==> src/rtl/usb_rx_unstuff_ctrl_if.sv <==
// Handshake bundle between the NRZI decoder side and the Rx unstuff
// controller. The controller attaches through the slave modport; the
// upstream source (decoder / bench) attaches through the master modport.
interface usb_rx_unstuff_ctrl_if #(
    parameter int BYTE_BITS = 8
);
    localparam int CNT_W = (BYTE_BITS > 1) ? $clog2(BYTE_BITS) : 1;

    logic             rx_active;
    logic             eop;
    logic             bit_strobe;
    logic             d_bit;
    logic             shift_enable;
    logic             data_bit;
    logic             byte_done;
    logic             stuff_skip;
    logic             stuff_err;
    logic [CNT_W-1:0] bit_cnt;

    modport master (
        output rx_active, eop, bit_strobe, d_bit,
        input  shift_enable, data_bit, byte_done, stuff_skip, stuff_err, bit_cnt
    );

    modport slave (
        input  rx_active, eop, bit_strobe, d_bit,
        output shift_enable, data_bit, byte_done, stuff_skip, stuff_err, bit_cnt
    );
endinterface

==> src/rtl/usb_rx_unstuff_ctrl.sv <==
// USB Rx bit-unstuff sequencing controller.
// Drops the stuffed zero after every RUN_LEN consecutive ones, pulses
// shift_enable for each real data bit, counts bits per byte and flags
// stuffing violations (sticky until the next packet starts).
// Build option: define USB_RX_UNSTUFF_STRICT_EN to make a stuffing
// violation park the block in ERR for the rest of the packet; without it
// the offending bit is dropped like a stuffed zero and reception goes on.
//
// state | meaning
// ------+---------------------------------------------------------------
// IDLE  | no packet; strobes ignored, waiting for rx_active & !eop
// RUN   | accepting data bits, tracking the run of ones
// SKIP  | RUN_LEN ones seen; next strobed bit is the stuffed bit
// ERR   | stuffing violation (strict build only); strobes ignored
module usb_rx_unstuff_ctrl #(
    parameter int RUN_LEN   = 6,
    parameter int BYTE_BITS = 8
) (
    input  logic                     clk,
    input  logic                     n_rst,
    usb_rx_unstuff_ctrl_if.slave     bus
);
    localparam int CNT_W = (BYTE_BITS > 1) ? $clog2(BYTE_BITS) : 1;
    localparam int RUN_W = $clog2(RUN_LEN + 1);

    localparam logic [CNT_W-1:0] BYTE_LAST = CNT_W'(BYTE_BITS - 1);
    localparam logic [RUN_W-1:0] RUN_LAST  = RUN_W'(RUN_LEN - 1);

    typedef enum logic [1:0] {
        IDLE = 2'd0,
        RUN  = 2'd1,
        SKIP = 2'd2,
        ERR  = 2'd3
    } state_t;

    state_t           state_q;
    logic [RUN_W-1:0] run_q;
    logic [CNT_W-1:0] bit_cnt_q;
    logic             shift_enable_q;
    logic             data_bit_q;
    logic             byte_done_q;
    logic             stuff_skip_q;
    logic             stuff_err_q;

    logic             leave_d;
    logic             byte_end_d;
    logic             run_end_d;
    logic [CNT_W-1:0] bit_cnt_d;
    logic [RUN_W-1:0] run_d;

    // Next values of the counters and the exit condition shared by all busy states.
    always_comb begin
        leave_d    = !bus.rx_active || bus.eop;
        byte_end_d = (bit_cnt_q == BYTE_LAST);
        run_end_d  = (run_q == RUN_LAST);
        bit_cnt_d  = byte_end_d ? '0 : bit_cnt_q + 1'b1;
        run_d      = run_end_d ? '0 : run_q + 1'b1;
    end

    // Controller FSM with registered, single-cycle output pulses.
    always_ff @(posedge clk or negedge n_rst) begin
        if (!n_rst) begin
            state_q        <= IDLE;
            run_q          <= '0;
            bit_cnt_q      <= '0;
            shift_enable_q <= 1'b0;
            data_bit_q     <= 1'b0;
            byte_done_q    <= 1'b0;
            stuff_skip_q   <= 1'b0;
            stuff_err_q    <= 1'b0;
        end else begin
            shift_enable_q <= 1'b0;
            byte_done_q    <= 1'b0;
            stuff_skip_q   <= 1'b0;

            if (state_q == IDLE) begin
                // A strobe in the rise cycle is not part of the packet.
                if (bus.rx_active && !bus.eop) begin
                    state_q     <= RUN;
                    stuff_err_q <= 1'b0;
                    run_q       <= '0;
                    bit_cnt_q   <= '0;
                end
            end else if (leave_d) begin
                // Partial bytes are abandoned; stuff_err survives for inspection.
                state_q   <= IDLE;
                run_q     <= '0;
                bit_cnt_q <= '0;
            end else if (bus.bit_strobe) begin
                case (state_q)
                    RUN: begin
                        shift_enable_q <= 1'b1;
                        data_bit_q     <= bus.d_bit;
                        bit_cnt_q      <= bit_cnt_d;
                        byte_done_q    <= byte_end_d;
                        if (!bus.d_bit) begin
                            run_q <= '0;
                        end else begin
                            run_q <= run_d;
                            if (run_end_d) begin
                                state_q <= SKIP;
                            end
                        end
                    end
                    SKIP: begin
                        run_q <= '0;
                        if (!bus.d_bit) begin
                            stuff_skip_q <= 1'b1;
                            state_q      <= RUN;
                        end else begin
                            stuff_err_q <= 1'b1;
`ifdef USB_RX_UNSTUFF_STRICT_EN
                            state_q      <= ERR;
`else
                            stuff_skip_q <= 1'b1;
                            state_q      <= RUN;
`endif
                        end
                    end
                    default: begin
                        // ERR: wait for the packet to end.
                        state_q <= state_q;
                    end
                endcase
            end
        end
    end

    assign bus.shift_enable = shift_enable_q;
    assign bus.data_bit     = data_bit_q;
    assign bus.byte_done    = byte_done_q;
    assign bus.stuff_skip   = stuff_skip_q;
    assign bus.stuff_err    = stuff_err_q;
    assign bus.bit_cnt      = bit_cnt_q;

endmodule

==> src/flat_wrapper.sv <==
// flat-port wrapper written by rule: the top's interface ports become plain ports
module usb_rx_unstuff_ctrl_flat 
#(
    parameter int RUN_LEN   = 6,
    parameter int BYTE_BITS = 8
)
  (clk, n_rst, bus_rx_active, bus_eop, bus_bit_strobe, bus_d_bit, bus_shift_enable, bus_data_bit, bus_byte_done, bus_stuff_skip, bus_stuff_err, bus_bit_cnt);
  usb_rx_unstuff_ctrl_if #(.BYTE_BITS(BYTE_BITS)) bus_i ();
  input  logic clk;
  input  logic n_rst;
  input wire logic [$bits(bus_i.rx_active)-1:0] bus_rx_active;
  input wire logic [$bits(bus_i.eop)-1:0] bus_eop;
  input wire logic [$bits(bus_i.bit_strobe)-1:0] bus_bit_strobe;
  input wire logic [$bits(bus_i.d_bit)-1:0] bus_d_bit;
  output wire logic [$bits(bus_i.shift_enable)-1:0] bus_shift_enable;
  output wire logic [$bits(bus_i.data_bit)-1:0] bus_data_bit;
  output wire logic [$bits(bus_i.byte_done)-1:0] bus_byte_done;
  output wire logic [$bits(bus_i.stuff_skip)-1:0] bus_stuff_skip;
  output wire logic [$bits(bus_i.stuff_err)-1:0] bus_stuff_err;
  output wire logic [$bits(bus_i.bit_cnt)-1:0] bus_bit_cnt;
  assign bus_i.rx_active = bus_rx_active;
  assign bus_i.eop = bus_eop;
  assign bus_i.bit_strobe = bus_bit_strobe;
  assign bus_i.d_bit = bus_d_bit;
  assign bus_shift_enable = bus_i.shift_enable;
  assign bus_data_bit = bus_i.data_bit;
  assign bus_byte_done = bus_i.byte_done;
  assign bus_stuff_skip = bus_i.stuff_skip;
  assign bus_stuff_err = bus_i.stuff_err;
  assign bus_bit_cnt = bus_i.bit_cnt;
  usb_rx_unstuff_ctrl #(.RUN_LEN(RUN_LEN), .BYTE_BITS(BYTE_BITS)) u_core (.clk(clk), .n_rst(n_rst), .bus(bus_i));
endmodule
==> config.mk <==
export PLATFORM = sky130hd
export DESIGN_NAME = usb_rx_unstuff_ctrl_flat
export DESIGN_NICKNAME = d
export VERILOG_FILES = /design/src/rtl/usb_rx_unstuff_ctrl_if.sv /design/src/rtl/usb_rx_unstuff_ctrl.sv /design/src/flat_wrapper.sv
export SDC_FILE = /design/constraint.sdc
export NUM_CORES = 1
export LEC_CHECK = 0
export BUFFER_PORTS_ARGS = -buffer_cell sky130_fd_sc_hd__buf_4
export CORE_MARGIN = 2
export CORE_UTILIZATION = 40
export CTS_BUF_LIST = sky130_fd_sc_hd__clkbuf_8 sky130_fd_sc_hd__clkbuf_16
export DETAILED_ROUTE_END_ITERATION = 16
export PLACE_DENSITY = 0.59
export SYNTH_ARGS = -nofsm -noshare
export SYNTH_HDL_FRONTEND = slang
export SYNTH_SLANG_ARGS = --single-unit
==> constraint.sdc <==
create_clock -name clk -period 3.2 [get_ports clk]
set_clock_uncertainty 0.2 [all_clocks]
set_input_delay 0.16 -clock clk [delete_from_list [all_inputs] [get_ports clk]]
set_output_delay 0.16 -clock clk [all_outputs]
set_load 0.005 [all_outputs]
# Word-level counts from Yosys, hierarchy flattened
# Cells that the tools add are included.
# W data, S select, Z words.
op_classes:
  n_bitwise: 2
  add_sub_neg: 2
  eq_ne: 8
  mux: 37
  reduce_logical: 16
op_table:
  columns: ["operator", "n"]
  rows:
  - ["$mux W3", 11]
  - ["$mux W1", 18]
  - ["$mux W2", 6]
  - ["$reduce_and A5 Y1", 2]
  - ["$add A3 B1 Y3 const B", 2]
  - ["$eq A3 B3 Y1 const B", 2]
  - ["$pmux W3 S2", 1]
  - ["$reduce_and A3 Y1", 2]
  - ["$reduce_bool A2 Y1", 3]
  - ["$reduce_bool A3 Y1", 2]
  - ["$ne A2 B2 Y1 const B", 2]
  - ["$ne A4 B1 Y1 const B", 1]
  - ["$ne A4 B2 Y1 const B", 1]
  - ["$pmux W2 S2", 1]
  - ["$reduce_and A4 Y1", 1]
  - ["$reduce_bool A4 Y1", 1]
  - ["$eq A2 B1 Y1 const B", 1]
  - ["$eq A2 B2 Y1 const B", 1]
  - ["$logic_not A1 Y1", 2]
  - ["$logic_not A2 Y1", 1]
  - ["$not A1 Y1", 2]
  - ["$logic_and A1 B1 Y1", 1]
  - ["$logic_or A1 B1 Y1", 1]
totals:
  input_bits: 6
  output_inout_bits: 8
  ff_bits: 13
  wordCells: 73

# Logic depth before layout (Yosys ltp)
# Gate-level depths: netlist of the first run.
depth:
  word_depth: 7
  depth_mapped: 6
  mapped_depth_nobuf: 6

# Worst setup path before layout of the first run
# No wires, ideal clock.
synth_path:
  path_kind: "reg-to-reg"
  startpoint: "reg u_core.state_q[0]"
  endpoint: "reg u_core.state_q[1]"
  slack_ps: 1192
  setup_ps: 125
  required_ps: 2875
  period_less_slack_ps: 2008
  t_arrival_ps: 1683
  n_path_buf: 0
  path_stages_with_launch: 7
  path_cell_list: "dfrtp_1 inv_1 ha_1 o22ai_1 mux2_4 a311oi_4 mux2_4"
synth_between:
  elab_chain_len: 5
  word_cells_on_any_way: 13
  classes_between: "eq/ne (5); mux (4); reduce/logical (4)"
synth_lines:
  columns: ["element", "line_no", "source"]
  rows:
  - ["from (decl)", "usb_rx_unstuff_ctrl.sv:36", "state_t state_q;"]
  - ["from (signal assigned)", "usb_rx_unstuff_ctrl.sv:122", "state_q <= state_q;"]
  - ["$eq A2 B2 Y1 / $eq A2 B1 Y1 (equally long branches)", "usb_rx_unstuff_ctrl.sv:90", "case (state_q)"]
  - ["$pmux W2 S2", "usb_rx_unstuff_ctrl.sv:90", null]
  - ["$mux W2", "usb_rx_unstuff_ctrl.sv:89", "end else if (bus.bit_strobe) begin"]
  - ["$mux W2", "usb_rx_unstuff_ctrl.sv:84", "end else if (leave_d) begin"]
  - ["$mux W2", "usb_rx_unstuff_ctrl.sv:76", "if (state_q == IDLE) begin"]
# Several ways; a longest one is shown, not always the timed one. The select of a mux whose other input is x is not followed.
# A chain may end at the register's enable or synchronous reset.

# Final worst setup path of the first run
# Ends and elaborated chain as after synthesis.

==> results by group, run 1 <==
Run status
  – Status: finished clean

Synthesis
  – Synth Cell Area: 721.9 um^2
  – Register area share after synthesis: 45.06%
  – Synth warn: 0
  – Top cells by area, synth: dfrtp_1 (45%), ha_1 (12%), mux2_4 (4.2%)
  – Synth Net Count: between 70 and 80
  – Synth area leader: dfrtp_1
  – Synth Instances: between 60 and 70
  – Library cells used by synthesis: 27
  – #FFs+latches synth: 13
  – Synthesized area per cell: 11.28 um^2
  – Yosys top cell area share: 45.06%

Floorplanning
  – Die area: 0.002161 mm^2
  – Ports: 14
  – Die Ht: 46.49 um
  – Die width: ~46 um
  – Core area: 0.001708 mm^2
  – Starting Density: 42.27%
  – Site Rows: 15

Worst setup path
  – WS Path Type: reg2reg
  – Critical path required time: 3.13 ns
  – CP arrival: 2.13 ns
  – R2r setup slk: 1.0 ns
  – Startpoint Class: register
  – Endpoint type of the worst setup path: register
  – Crit-path max FO: 6

CTS
  – CTS resizes: 0
  – Clk buf depth: 2
  – CTS tree: yes
  – Cts bufs inserted: 3
  – Clk_lat worst skew: 0.25 ns
  – Clk slew on worst S/H paths: roughly 0.05 ns
  – Clk Tree Root Cell: clkbuf_8
  – Clk sinks: 13
  – CTS H-tree depth: 1

GRT
  – First-pass GRT wire length: 2401 um
  – Gr ovfl total: 0
  – Vias in the first global route: 538
  – Largest net degree at the start of global routing: 14
  – Antenna violations before repair: 0
  – Gr usage total: 16.57%

Timing
  – Hold Vio Cnt, Final: 0
  – Slew at the pin closest to its max-slew limit: a little over 0.3 ns
  – Count of final setup violators: 0
  – Final Critical Period: 2.201 ns
  – Slew margin rel.: 79.64%
  – RSZ-0062 raised after global routing: no
  – Setup TNS: 0 ns
  – Max Fclk: roughly 0.45 GHz
  – Fin crit share: between 60% and 70%
  – Max Transition Viols Final: 0

Min path
  – Hold crit path type: in2async

Detailed routing
  – Wirelength per Cell: 13.45 um
  – Routed Antenna Nets: 0
  – DR pass1 iterations: 4
  – Final WL: 1466 um
  – DR DRC count: 0
  – Mean number of vias per cell: approximately 5
  – Via Count: ~550
  – DRT iter0 DRCs: 11

Power and ir drop
  – Peak VDD IR: roughly 320 uV
  – Pwr dens: between 600 and 700 mW/mm^2
  – Leak pwr: 0.4611 nW

Cells and area
  – Non-filler cells, final: 109
  – Final Core Density: 54.21%
  – Antenna cell count: 0
  – Fill cells: 161
  – Nets: between 90 and 100
  – Area Growth Syn to Fin: 28.25%
  – Layout cell share with drive strength beyond 1: between 20% and 30%

Place
  – PortBufs: 13
  – Placed cell count: 102
  – GPL Wtd Cong: around 0.77
  – HPWL Detailed: around 1100 um

Run
  – MaxCap Viol Count: 0
## placed cells by master, fill, tap and decap left out, drive strengths merged
cell / synthesis / final
a21oi: 4 / 4
a22o: 2 / 2
a311oi: 1 / 1
and2: 1 / 1
and3: 2 / 2
and4b: 1 / 1
buf: 0 / 13
clkbuf: 0 / 3
dfrtp: 13 / 13
dlygate4sd3: 0 / 3
ha: 7 / 7
inv: 3 / 4
mux2: 4 / 4
mux2i: 1 / 1
nand2: 5 / 5
nand2b: 1 / 1
nand3b: 1 / 1
nand4: 1 / 1
nand4bb: 1 / 1
nor2: 5 / 5
nor2b: 1 / 1
nor3: 2 / 2
nor3b: 1 / 1
o21ai: 4 / 4
o22ai: 1 / 1
o31ai: 1 / 1
o41ai: 1 / 1
## path summary, 6_finish.rpt
check	startpoint	end	cells after the start
setup / recovery	u_core.state_q[0]$_DFFE_PN0P_	u_core.state_q[1]$_DFFE_PN0P_	6
hold / removal	n_rst	u_core.run_q[0]$_DFFE_PN0P_	2
max in group asynchronous	n_rst	u_core.run_q[1]$_DFFE_PN0P_	2
setup reg to reg	u_core.state_q[0]$_DFFE_PN0P_	u_core.state_q[1]$_DFFE_PN0P_	6
min in group clk	bus_eop	u_core.bus.stuff_skip$_DFF_PN0_	3
hold reg to reg	u_core.bus.data_bit$_DFFE_PN0P_	u_core.bus.data_bit$_DFFE_PN0P_	1
## synth_stat cells
library cell,instances
a21oi_1,4
a22o_1,2
a311oi_4,1
and2_1,1
and3_1,2
and4b_1,1
dfrtp_1,13
ha_1,7
inv_1,3
mux2_1,1
mux2_2,1
mux2_4,2
mux2i_1,1
nand2_1,5
nand2b_1,1
nand3b_1,1
nand4_1,1
nand4bb_1,1
nor2_1,5
nor2b_4,1
nor3_1,2
nor3b_1,1
o21ai_0,3
o21ai_1,1
o22ai_1,1
o31ai_1,1
o41ai_1,1
## metal layers
layer	global-route usage, %	share of wire (%)
met5	0	0
met2	24.72	45
met1	21.46	48
met4	10.29	2.0
met3	3.529	4.3
## worst max-delay path, cell delays in order (launching register included)
cell and delay, ns:
dfrtp_1 0.40, inv_1 0.13, ha_1 0.28, o22ai_1 0.15, mux2_4 0.30, a311oi_4 0.28
mux2_4 0.33
## metrics by stage
stage	setup slack (ns)	hold WS [ns]	instance area [um^2]	total power, mW
2_1_floorplan	1.192	-0.3356	721.9	0.4016
3_3_place_gp	1.069	-0.1865	850.8	0.4742
3_5_place_dp	1.025	-0.1839	850.8	0.4807
4_1_cts	1.004	0.09748	925.9	0.6328
5_1_grt	0.9183	0.1141	925.9	0.6819
6_report	0.9992	0.09294	925.9	0.6272
## cell families (layout without fill, tap and decap cells)
group | after synthesis | count (layout) | share of synthesized area (%)
DFF | 13 | 13 | 45.06
muxes | 5 | 5 | 8.666
buffers and inverters | 3 | 23 | 1.560
and+or+nand+nor | 22 | 22 | 17.85
adders and majority gates | 7 | 7 | 12.13
AOI/OAI and AO/OA | 14 | 14 | 14.73
## timing repair
item	in CTS	in global routing
setup endpoints to repair	0	0
endpoints found under the hold margin	15	0
buffers inserted	0	0
hold buffers	3	0
## cell type report
type / count / area (um^2) / share of cell area (%)
repair buffers: 16 / 127.6 / 13.78
multi-input cells: 48 / 385.4 / 41.62
clock buffers: 3 / 41.29 / 4.459
well taps: 25 / 31.28 / 3.378
inverters: 3 / 11.26 / 1.216
clock inverters: 1 / 3.754 / 0.4054
flip-flops and latches: 13 / 325.3 / 35.14
## registers in the layout, summed over array words and instances (netlist names)
register and count:
u_core.bus.bit_cnt 3, u_core.bus.byte_done 1, u_core.bus.data_bit 1, u_core.bus.shift_enable 1, u_core.bus.stuff_err 1, u_core.bus.stuff_skip 1, u_core.run_q 3, u_core.state_q 2
## where the power goes
group | switching, mW | internal (mW)
Clock | 0.0608 | 0.0849
Combinational | 0.136 | 0.127
Sequential | 0.0225 | 0.196
Note: power is estimated with default switching activity, not from simulation.
==> run 2, diff against run 1 <==
--- a/config.mk
+++ b/config.mk
@@ -10,7 +10,7 @@
 export CORE_UTILIZATION = 40
 export CTS_BUF_LIST = sky130_fd_sc_hd__clkbuf_8 sky130_fd_sc_hd__clkbuf_16
 export DETAILED_ROUTE_END_ITERATION = 16
-export PLACE_DENSITY = 0.59
+export PLACE_DENSITY = 0.61
 export SYNTH_ARGS = -nofsm -noshare
 export SYNTH_HDL_FRONTEND = slang
 export SYNTH_SLANG_ARGS = --single-unit
==> constraint.sdc (replaced) <==
create_clock -name clk -period 1.8 [get_ports clk]
set_clock_uncertainty 0.2 [all_clocks]
set_input_delay 0.09 -clock clk [delete_from_list [all_inputs] [get_ports clk]]
set_output_delay 0.09 -clock clk [all_outputs]
set_load 0.005 [all_outputs]
==> run 2 against run 1 <==
  * The run now ends with setup timing left
  * Global-route usage up 0.73 points
  * Via count up 17%
  * Maximum frequency up 13%
  * Sequential share of layout area down 6.6 points
  * Design area up 23%
  * Sequential cell count unchanged
  * Critical path depth unchanged
  * First-iteration DRC count down 18%
  * Non-clock buffer count up 14
  * Routed wire length up 14%
  * Critical endpoint unchanged
  * Largest power group unchanged
  * Highest routed layer unchanged
==> results by group, run 2 (synthesis results as in run 1) <==
CTS
  – Clk Tree Root Cell: clkbuf_8
  – Clk sinks: 13
  – Clk slew on worst S/H paths: around 0.050 ns
  – CTS tree: yes
  – Clk buf depth: 2
  – Clk_lat worst skew: 0.24 ns
  – Cts bufs inserted: 3
  – CTS H-tree depth: 1

Floorplanning
  – Die width: about 46 um
  – Ports: 14
  – Core area: 0.001708 mm^2
  – Site Rows: 15
  – Die Ht: 46.49 um
  – Starting Density: 42.27%
  – Die area: 0.002161 mm^2

Run status
  – Status: complete, but fails checks
  – Failing checks: setup timing

Run
  – MaxCap Viol Count: 0

Detailed routing
  – Routed Antenna Nets: 0
  – Mean number of vias per cell: between 5 and 6
  – DR pass1 iterations: 4
  – DRT iter0 DRCs: 9
  – Final WL: 1674 um
  – Via Count: 637
  – Wirelength per Cell: about 14 um
  – DR DRC count: 0

Power and ir drop
  – Peak VDD IR: 724.8 uV
  – Leak pwr: 0.5479 nW
  – Total Power: 1.415 mW
  – Pwr dens: 1241 mW/mm^2

Cells and area
  – Commonest non-fill, non-tap cell in the layout: buf_4
  – Reg area: 325.3 um^2
  – Commonest non-fill, non-tap cells in the layout: buf_4 (26), dfrtp_1 (13), nand2_1 (5)
  – Final instance area: 0.001140 mm^2
  – Fill cells: 137
  – Non-filler cells, final: 123
  – Layout cell share with drive strength beyond 1: 51.02%
  – Antenna cell count: 0
  – Area Growth Syn to Fin: 57.89%
  – Nets: 112
  – Multi-input logic area: 490.5 um^2

Place
  – Cell Area, Placed: 987.2 um^2
  – PortBufs: 13
  – Setup WS pre-CTS: -0.1743 ns
  – Placed cell count: about 120
  – GPL Wtd Cong: 0.8170
  – HPWL Detailed: approximately 1100 um

GRT
  – Gr usage total: between 10% and 20%
  – Largest net degree at the start of global routing: 14
  – Vias in the first global route: 580
  – Gr ovfl total: 0
  – First-pass GRT wire length: 2553 um
  – Antenna violations before repair: 0

Worst setup path
  – Critical path required time: 1.72 ns
  – R2r setup slk: -0.15 ns
  – Startpoint Class: register
  – WS Path Type: reg2reg
  – Endpoint type of the worst setup path: register
  – Crit-path max FO: 3
  – CP arrival: 1.87 ns

Min path
  – Hold crit path type: in2async

Timing
  – Post-route setup slack: -0.1492 ns
  – Final Critical Period: 1.949 ns
  – Slew at the pin closest to its max-slew limit: ~0.27 ns
  – Hold Vio Cnt, Final: 0
  – RSZ-0062 raised after global routing: yes
  – Max Transition Viols Final: 0
  – Slew margin rel.: 82.26%
  – Fin crit share: 108.3%
  – Count of final setup violators: 2
  – Max Fclk: 0.5130 GHz
-- run 2: report_power, final --
| part | internal (mW) | switching [mW] | total [mW] |
|---|---|---|---|
| Clock | 0.150 | 0.0982 | 0.248 |
| Sequential | 0.349 | 0.0384 | 0.388 |
| Combinational | 0.432 | 0.346 | 0.778 |
-- run 2: worst max-delay path, stage by stage (launching register included) --
cell and delay, ns:
dfrtp_1 0.37, inv_2 0.08, ha_4 0.26, o22ai_2 0.06, mux2_4 0.29, a311oi_4 0.25
mux2_4 0.33
-- run 2: what timing repair did --
item,in CTS,in global routing
buffers inserted,0,0
endpoints found under the setup margin,6,8
resized for setup,4,11
hold buffers,3,0
endpoints found under the hold margin,15,0
pin swaps,1,2
-- run 2: layout make-up --
cell class / count / share of cell area (%)
Inverter: 3 / 0.9879
Multi-Input combinational cell: 48 / 43.03
Clock inverter: 1 / 0.3293
Clock buffer: 3 / 3.622
Sequential cell: 13 / 28.54
Timing Repair Buffer: 30 / 20.75
Tap cell: 25 / 2.744
-- run 2: metrics by stage --
stage | hold slack, ns | util (%) | TNS [ns]
5_1_grt | 0.04481 | 66.74 | -0.6663
4_1_cts | 0.03538 | 63.88 | -0.2847
6_report | 0.03294 | 66.74 | -0.2743
2_1_floorplan | -0.4056 | - | -0.1980
3_3_place_gp | -0.2552 | 57.80 | -0.2657
3_5_place_dp | -0.2557 | 57.80 | -0.3601
-- run 2: per-layer routing --
metal | GRT usage, % | part of all wire (%)
met4 | 9.143 | 1.3
met3 | 3.922 | 3.2
met1 | 21.99 | 46
met2 | 26.94 | 49
met5 | 0 | 0
-- run 2: worst paths after layout --
check / from / to / cells after the start
worst max register to register: u_core.state_q[1]$_DFFE_PN0P_ / u_core.state_q[1]$_DFFE_PN0P_ / 6
max in group asynchronous: n_rst / u_core.bus.data_bit$_DFFE_PN0P_ / 2
worst max-delay path: u_core.state_q[1]$_DFFE_PN0P_ / u_core.state_q[1]$_DFFE_PN0P_ / 6
worst min-delay path: n_rst / u_core.run_q[0]$_DFFE_PN0P_ / 2
worst min register to register: u_core.bus.data_bit$_DFFE_PN0P_ / u_core.bus.data_bit$_DFFE_PN0P_ / 1
min in group clk: bus_eop / u_core.bus.stuff_skip$_DFF_PN0_ / 4
==> run 3, diff against run 2 <==
--- a/config.mk
+++ b/config.mk
@@ -11,6 +11,7 @@
 export CTS_BUF_LIST = sky130_fd_sc_hd__clkbuf_8 sky130_fd_sc_hd__clkbuf_16
 export DETAILED_ROUTE_END_ITERATION = 16
 export PLACE_DENSITY = 0.61
+export REMOVE_ABC_BUFFERS = 1
 export SYNTH_ARGS = -nofsm -noshare
 export SYNTH_HDL_FRONTEND = slang
 export SYNTH_SLANG_ARGS = --single-unit
==> run 3 against run 2 <==
  * The run still ends with setup timing left
  * Register-to-register slack worse by 0.02 ns
  * Core utilization grew 2.2 points
  * Clock-buffer cell count did not move
  * Critical path depth unchanged
  * First-iteration DRC count grew 22%
  * Sequential share of layout area decreased by 0.91 points
  * Clock power increased by 3%
  * Sequential power hardly changed
  * Critical endpoint unchanged
  * Largest power group unchanged
  * Highest routed layer unchanged
==> results by group, run 3 (synthesis results as in run 1) <==
Run status
  – Status: complete, but fails checks
  – Failing checks: setup timing

CTS
  – Clk slew on worst S/H paths: 0.06 ns
  – Cts bufs inserted: 3
  – CTS tree: yes
  – CTS H-tree depth: 1
  – Clk Tree Root Cell: clkbuf_8
  – Clk sinks: 13
  – Clk_lat worst skew: ~0.24 ns
  – Clk buf depth: 2

Detailed routing
  – Routed Antenna Nets: 0
  – Wirelength per Cell: 13.49 um
  – DRT iter0 DRCs: 11
  – Mean number of vias per cell: 5.071
  – DR pass1 iterations: 4
  – DR DRC count: 0
  – Final WL: between 1500 and 2000 um
  – Via Count: 639

Worst setup path
  – Critical Path Max Stage Delay: 0.36 ns
  – Top cell by count, worst path: mux2_4
  – Endpoint type of the worst setup path: register
  – Slowest CP cell: dfrtp_1
  – Crit path cell chain: inv_2, ha_4, o22ai_4, mux2_4, a311oi_4, mux2_4
  – WS Path Type: reg2reg
  – CP arrival: 1.89 ns
  – Crit-path max FO: 3
  – Worst R2R Path Depth: 6
  – R2r setup slk: -0.17 ns
  – FF-to-FF Start: u_core.state_q[1]$_DFFE_PN0P_
  – Startpoint Class: register
  – Critical path required time: roughly 1.7 ns
  – Reg2reg end: u_core.state_q[1]$_DFFE_PN0P_

Cells and area
  – Layout cell share with drive strength beyond 1: 55.45%
  – Area Growth Syn to Fin: 63.09%
  – Commonest non-fill, non-tap cell in the layout: buf_4
  – Reg area: 325.3 um^2
  – Non-filler cells, final: about 130
  – Commonest non-fill, non-tap cells in the layout: buf_4 (27), dfrtp_1 (13), nand2_1 (4), a21oi_1 (4)
  – Multi-input logic area: 498.0 um^2
  – Nets: between 100 and 150
  – Fill cells: 128
  – Final instance area: 0.001177 mm^2
  – Antenna cell count: 0
  – Final Core Density: 68.94%

Place
  – Placed cell count: 116
  – PortBufs: 13
  – Cell Area, Placed: approximately 960 um^2
  – HPWL Detailed: 1211 um
  – GPL Wtd Cong: between 0.8 and 0.9

Floorplanning
  – Die width: 46.49 um
  – Core area: ~0.0017 mm^2
  – Starting Density: 42.27%
  – Ports: 14
  – Die area: 0.002161 mm^2
  – Site Rows: 15
  – Die Ht: around 46 um

Power and ir drop
  – Leak pwr: 0.5660 nW
  – Peak VDD IR: 755.7 uV
  – Total Power: 1.563 mW
  – Pwr dens: 1328 mW/mm^2

GRT
  – Largest net degree at the start of global routing: 14
  – Antenna violations before repair: 0
  – Vias in the first global route: 552
  – First-pass GRT wire length: 2553 um
  – Gr ovfl total: 0
  – Gr usage total: 17.44%

Timing
  – Slew margin rel.: 80.85%
  – Final Critical Period: approximately 2.0 ns
  – Max Transition Viols Final: 0
  – Post-route setup slack: -0.1682 ns
  – Setup TNS: -0.2255 ns
  – Hold Vio Cnt, Final: 0
  – Count of final setup violators: 3
  – RSZ-0062 raised after global routing: yes
  – Slew at the pin closest to its max-slew limit: 0.2872 ns
  – Max Fclk: around 0.5 GHz
  – Fin crit share: 109.3%

Run
  – MaxCap Viol Count: 0

Min path
  – Hold crit path type: in2async
[run 3: cell types whose count changed in the layout (fill, tap and decap cells not counted), sizes merged]
cell / change
buf: +3
[run 3: per-layer routing]
layer | global-route usage (%) | wire, um | up-vias | part of all wire [%]
li1 | - | - | 307 | -
met1 | 24.82 | 818 | 316 | 48
met2 | 26.39 | 806 | 14 | 47
met3 | 3.529 | 62 | 2 | 3.6
met4 | 5.143 | 12 | 0 | 0.71
met5 | 0 | 0 | - | 0
[run 3: report_power, final]
part	internal, mW	leakage (nW)	switching, mW	total [mW]
Sequential	0.349	0.176	0.0405	0.390
Combinational	0.523	0.363	0.394	0.918
Clock	0.150	0.0269	0.106	0.256
Total	1.02	0.566	0.541	1.56
[run 3: cell type report]
| cell class | count | area share (%) |
|---|---|---|
| Clock inverter | 1 | 0.3188 |
| Sequential cell | 13 | 27.63 |
| Tap cell | 25 | 2.657 |
| Timing Repair Buffer | 33 | 22.64 |
| Clock buffer | 3 | 3.507 |
| Inverter | 3 | 0.9564 |
| Multi-Input combinational cell | 48 | 42.30 |
[run 3: worst max-delay path by stage]
| stage | startpoint | endpoint | slack [ns] |
|---|---|---|---|
| 3_3_place_gp | u_core.state_q[0]$_DFFE_PN0P_ | u_core.state_q[1]$_DFFE_PN0P_ | -0.12 |
| 4_1_cts | u_core.state_q[1]$_DFFE_PN0P_ | u_core.state_q[1]$_DFFE_PN0P_ | -0.16 |
| 5_1_grt | u_core.state_q[0]$_DFFE_PN0P_ | u_core.state_q[1]$_DFFE_PN0P_ | -0.20 |
| 6_report | u_core.state_q[1]$_DFFE_PN0P_ | u_core.state_q[1]$_DFFE_PN0P_ | -0.17 |
| 3_5_place_dp | u_core.state_q[1]$_DFFE_PN0P_ | u_core.state_q[1]$_DFFE_PN0P_ | -0.18 |
| 2_1_floorplan | u_core.state_q[0]$_DFFE_PN0P_ | u_core.state_q[1]$_DFFE_PN0P_ | -0.21 |
[run 3: worst max-delay path: cells and delay by family (launching register included)]
family                     cells  cell delay [ns]
DFF                            1             0.36
muxes                          2             0.61
AOI/OAI and AO/OA              2             0.33
buffers and inverters          1             0.08
adders and majority gates      1             0.28
[run 3: stage by stage]
step | hold WS, ns | setup slack (ns)
after floorplan | -0.4056 | -0.2083
after global placement | -0.2570 | -0.1249
after detailed placement | -0.2571 | -0.1769
after CTS | 0.03469 | -0.1602
after global routing | 0.05940 | -0.2047
final | 0.03209 | -0.1682
[run 3: timing repair]
item,in CTS,in global routing
hold buffers,3,0
pin swaps,2,13
endpoints found under the setup margin,5,7
resized for setup,10,20
buffers inserted,1,2
hold endpoints to repair,15,0
